===== src/rtl/preg_free_list.sv =====
// R10K-style physical register free list: speculative/architectural free bitmaps, ALLOC_W-wide
// lowest-index allocator, retire release, and mispredict restore. Optional macro: PREG_FREE_LIST_CHECK_EN.
module preg_free_list #(
  parameter int NUM_PREGS  = 64,
  parameter int PREG_IDX_W = 6,
  parameter int NUM_AREGS  = 32,
  parameter int ALLOC_W    = 2,
  parameter int RET_W      = 2
) (
  input  logic                          clock,
  input  logic                          reset,
  input  logic [ALLOC_W-1:0]            alloc_req,
  output logic [ALLOC_W-1:0]            alloc_gnt,
  output logic [ALLOC_W*PREG_IDX_W-1:0] alloc_idx,
  input  logic [RET_W-1:0]              ret_valid,
  input  logic [RET_W*PREG_IDX_W-1:0]   ret_new_idx,
  input  logic [RET_W*PREG_IDX_W-1:0]   ret_old_idx,
  input  logic                          mispredict,
  output logic [PREG_IDX_W:0]           free_count
`ifdef PREG_FREE_LIST_CHECK_EN
  ,
  output logic                          double_free_err
`endif
);

  localparam logic [NUM_PREGS-1:0] RESET_FREE = {NUM_PREGS{1'b1}} << NUM_AREGS;
  localparam logic [PREG_IDX_W:0]  RESET_CNT  = (PREG_IDX_W+1)'(NUM_PREGS - NUM_AREGS);

  logic [NUM_PREGS-1:0]  spec_free_q, spec_free_d;
  logic [NUM_PREGS-1:0]  arch_free_q, arch_free_d;
  logic [PREG_IDX_W:0]   free_count_q, free_count_d;
  logic [NUM_PREGS-1:0]  granted_bits, rel_bits, new_bits, avail;
  logic                  chain_ok, found;
  logic [PREG_IDX_W-1:0] pick;

  function automatic logic [PREG_IDX_W:0] popcount(input logic [NUM_PREGS-1:0] v);
    logic [PREG_IDX_W:0] c;
    c = '0;
    for (int i = 0; i < NUM_PREGS; i++) c = c + {{PREG_IDX_W{1'b0}}, v[i]};
    return c;
  endfunction

  // Each requesting slot takes the next lowest free preg; a failed slot blocks all later slots.
  always_comb begin
    avail        = spec_free_q;
    chain_ok     = 1'b1;
    found        = 1'b0;
    pick         = '0;
    alloc_gnt    = '0;
    alloc_idx    = '0;
    granted_bits = '0;
    for (int k = 0; k < ALLOC_W; k++) begin
      if (alloc_req[k] && chain_ok && !mispredict && !reset) begin
        found = 1'b0;
        pick  = '0;
        for (int p = NUM_PREGS - 1; p >= 0; p--) begin
          if (avail[p]) begin
            found = 1'b1;
            pick  = PREG_IDX_W'(p);
          end
        end
        if (found) begin
          alloc_gnt[k]                             = 1'b1;
          alloc_idx[k*PREG_IDX_W +: PREG_IDX_W]    = pick;
          avail[pick]                              = 1'b0;
          granted_bits[pick]                       = 1'b1;
        end else begin
          chain_ok = 1'b0;
        end
      end
    end
  end

  always_comb begin
    rel_bits = '0;
    new_bits = '0;
    for (int r = 0; r < RET_W; r++) begin
      if (ret_valid[r]) begin
        rel_bits[ret_old_idx[r*PREG_IDX_W +: PREG_IDX_W]] = 1'b1;
        new_bits[ret_new_idx[r*PREG_IDX_W +: PREG_IDX_W]] = 1'b1;
      end
    end
    // Clear before set so new==old in one slot leaves the preg free.
    arch_free_d  = (arch_free_q & ~new_bits) | rel_bits;
    spec_free_d  = mispredict ? arch_free_d : ((spec_free_q & ~granted_bits) | rel_bits);
    free_count_d = popcount(spec_free_d);
  end

  always_ff @(posedge clock or posedge reset) begin
    if (reset) begin
      spec_free_q  <= RESET_FREE;
      arch_free_q  <= RESET_FREE;
      free_count_q <= RESET_CNT;
    end else begin
      spec_free_q  <= spec_free_d;
      arch_free_q  <= arch_free_d;
      free_count_q <= free_count_d;
    end
  end

  assign free_count = free_count_q;

`ifdef PREG_FREE_LIST_CHECK_EN
  logic double_free_err_q, double_free_err_d;

  // Sticky: releasing an already-free preg, or the same preg from two slots at once.
  always_comb begin
    double_free_err_d = double_free_err_q;
    for (int r = 0; r < RET_W; r++) begin
      if (ret_valid[r] && arch_free_q[ret_old_idx[r*PREG_IDX_W +: PREG_IDX_W]])
        double_free_err_d = 1'b1;
      for (int s = r + 1; s < RET_W; s++) begin
        if (ret_valid[r] && ret_valid[s] &&
            (ret_old_idx[r*PREG_IDX_W +: PREG_IDX_W] == ret_old_idx[s*PREG_IDX_W +: PREG_IDX_W]))
          double_free_err_d = 1'b1;
      end
    end
  end

  always_ff @(posedge clock or posedge reset) begin
    if (reset) double_free_err_q <= 1'b0;
    else       double_free_err_q <= double_free_err_d;
  end

  assign double_free_err = double_free_err_q;
`endif

endmodule


===== config.mk =====
export PLATFORM = sky130hd
export DESIGN_NAME = preg_free_list
export DESIGN_NICKNAME = d
export VERILOG_FILES = /design/src/rtl/preg_free_list.sv
export SDC_FILE = /design/constraint.sdc
export NUM_CORES = 1
export LEC_CHECK = 0
export ABC_AREA = 0
export CORE_ASPECT_RATIO = 1.2
export CORE_MARGIN = 2
export CORE_UTILIZATION = 63
export CTS_CLUSTER_DIAMETER = 120
export DETAILED_ROUTE_END_ITERATION = 6
export PLACE_DENSITY = 0.89
export SYNTH_ARGS = -nofsm -noshare
export SYNTH_HDL_FRONTEND = slang
export SYNTH_SLANG_ARGS = --single-unit

===== constraint.sdc =====
create_clock -name clock -period 13.05 [get_ports clock]
set_input_delay 2.61 -clock clock [delete_from_list [all_inputs] [get_ports clock]]
set_output_delay 2.61 -clock clock [all_outputs]
set_load 0.02 [all_outputs]

==> results.md <==
- Status: finished, final reports clean
- Post-route setup TNS: 0 ns
- Critical path startpoint: reset
- CP Launch Type: input pin
- Post-synth top flop: dfrtp_1
- Util after Layout: 0.7047
- Synth Warn #: 0
- Cts-stage hold buffer count: 0
- Die Ht: 158.4 um
- Via count: 13,730
- N_diodes: 0
- Number of synthesized flops with an enable pin: 0
- I/O pin total: 52
- Crit-path max FO: 13
- Relative slew slack: 0.2312
- Average cell area after synthesis: 8.231 um^2
- Post-synth top cells: nand2_1, nor2_1, inv_1
- FFs w/ async S/R, synth: 1.000
- Top-area cell type share of the netlist area: 0.1399
- Number of global-route vias before repair: 12,980
- Multi-input logic area: 8394 um^2
- CTS H-tree depth: 4
- HPWL after DPL: 37,790 um
- Routability congestion estimate: 1.069
- Post-DR vias/cell: 7.574
- Register area: 3460 um^2
- Top post-synthesis cells by area: dfrtp_1, dfstp_2, fa_1, nand2_1, nor2_1
- Crit share post-route: 0.9586
- Max Cap Violations: 0
- Slew @ Worst Pin: 1.151 ns
- Final #Nets: 1,639
- CTS tree: done
- Final WL: 49,370 um
- Layout cells sized above 1: 0.1224
- Tmin final: 12.51 ns
- Root Buffer: clkbuf_16
- Most used cell, CP: fa_1
- Worst Hold Launch: arch_free_q[46]
- Setup Crit Path Kind: input pin to flop
- Syn Nets: 1,621
- Number of fill cells: 1,599
- Longest Clk Path Bufs: 2
- Width of the die: 132.7 um
- Iteration-0 DRC Markers: 2,417
- Most common cell in the netlist: nand2_1
- CTS buffer count: 17
- Global-route wire length before repair: 75,560 um
- Clock Pin Slew Worst Setup and Hold Paths: 0.07 ns
- Final hold vios: 0
- CP max-delay cell: fa_1
- Clock Sinks: 135
- Crit path capture type: flop
- DP Area: 13,220 um^2
- Row count: 56
- Post-Syn Instances: 1,521
- Area grow syn2layout: 10.04%
- Area leader, netlist: dfrtp_1
- #FFs+latches synth: 135
- Syn Std Cell Area: 12,520 um^2
- Drt drc: 0
- Clock latency on the worst-skew pair: 0.43 ns
- Starting Density: 0.6404
- GRT overflow: 0
- Count of unique library cells instantiated by Yosys: 93
- Pins Over Slew Limit: 0
- Largest net degree at the start of global routing: 61
- Crit path arrival time: 12.87 ns
- Antenna-violating nets left: 0
- Worst Skew: 0.009731 ns
- RR Startpoint: spec_free_q[27]
- Post-CTS Setup Bufs: 0
- Hold Crit Class: flop to flop
- Post-DR wirelength/cell: 27.23 um
- Tot GR Track Use: 0.4768
- Die Footprint: 21,020 um^2
- CORE AREA: 19,550 um^2
- Setup-failing EPs final: 0
- RSZ-0062 raised after global routing: false
- Antenna violations before repair: 1
- Fmax: 0.07994 GHz
- Slowest stage delay, CP: 0.58 ns
- Drt pass-1 iters: 6
- IO Port Bufs: 51
- Crit path required time: 13.41 ns
- Share of the yosys chip area belonging to registers: 0.2763
- Design Area, Final: 13,780 um^2
[metrics by stage]
stage | hold WS [ns] | std cells | setup slack (ns)
detailed placement | 0.4486 | 1781 | 0.1868
floorplan | 0.4394 | 1521 | 1.769
global route | 0.4878 | 1813 | 0.006377
global placement | 0.4468 | 1781 | 0.3787
finish | 0.4591 | 1813 | 0.5400
CTS | 0.4592 | 1813 | 0.5837
[path summary, 6_finish.rpt]
path,end,slack [ns],depth (start not counted)
worst max register to register,free_count[5],1.71,34
worst min-delay path,arch_free_q[46],0.46,2
max in group asynchronous,arch_free_q[49],8.68,4
min in group asynchronous,spec_free_q[18],2.62,2
worst min register to register,arch_free_q[46],0.46,2
worst max-delay path,free_count[5],0.54,35
[worst max-delay path, delay by kind of cell]
family | cells | cell delay [ns]
adders and majority gates | 9 | 4.29
xor gates and xnor gates | 1 | 0.16
and+or+nand+nor | 7 | 1.72
buffers and inverters | 8 | 1.10
AOI/OAI and AO/OA | 10 | 2.98
[layer usage]
layer  wire (um)  GRT usage
met1       17980     0.6124
met2       20730     0.7219
met3        6833     0.1283
met4        3818     0.2939
met5           0          0
[timing repair]
action	in CTS	in global routing
endpoints found under the hold margin	0	0
gates resized for setup	0	3
endpoints found under the setup margin	0	3
[cell type report]
class / count / share of cell area
multi-input cells: 1218 / 0.6093
flip-flops and latches: 135 / 0.2511
repair buffers: 79 / 0.05195
clock buffers: 19 / 0.03288
inverters: 88 / 0.02416
well taps: 261 / 0.02370
clock inverters: 13 / 0.006902
[state kept, by name, summed over array words and instances, names as in the netlist]
signal,cells
spec_free_q,64
arch_free_q,64
free_count,7
[layout by cell type, fill, tap and decap left out, drive strengths merged, types with 19 or more instances in the layout]
cell type	n
nand2b	27
a22oi	66
o221ai	38
nand3	52
fa	54
nor3	63
a31oi	19
nand4	22
nand2	156
dfrtp	70
o21ai	74
o21a	25
or3	23
inv	94
a21oi	50
or2	22
dfstp	65
buf	29
nor2b	23
clkbuf	19
o31ai	35
clkdlybuf4s50	50
nor2	147
nor4	31
o211ai	25
[logic make-up (layout without fill, tap and decap cells)]
| family | count (synthesis) | in the layout | synth area share |
|---|---|---|---|
| AOI/OAI and AO/OA | 500 | 500 | 0.2973 |
| xor gates and xnor gates | 4 | 4 | 0.002799 |
| adders and majority gates | 71 | 71 | 0.1030 |
| buffers and inverters | 168 | 199 | 0.05407 |
| DFF | 135 | 135 | 0.2763 |
| muxes | 2 | 2 | 0.001599 |
| and+or+nand+nor | 641 | 641 | 0.2648 |
Power is not shown: default switching activity piles up to over one toggle a cycle in this logic, so the estimate is an artifact.
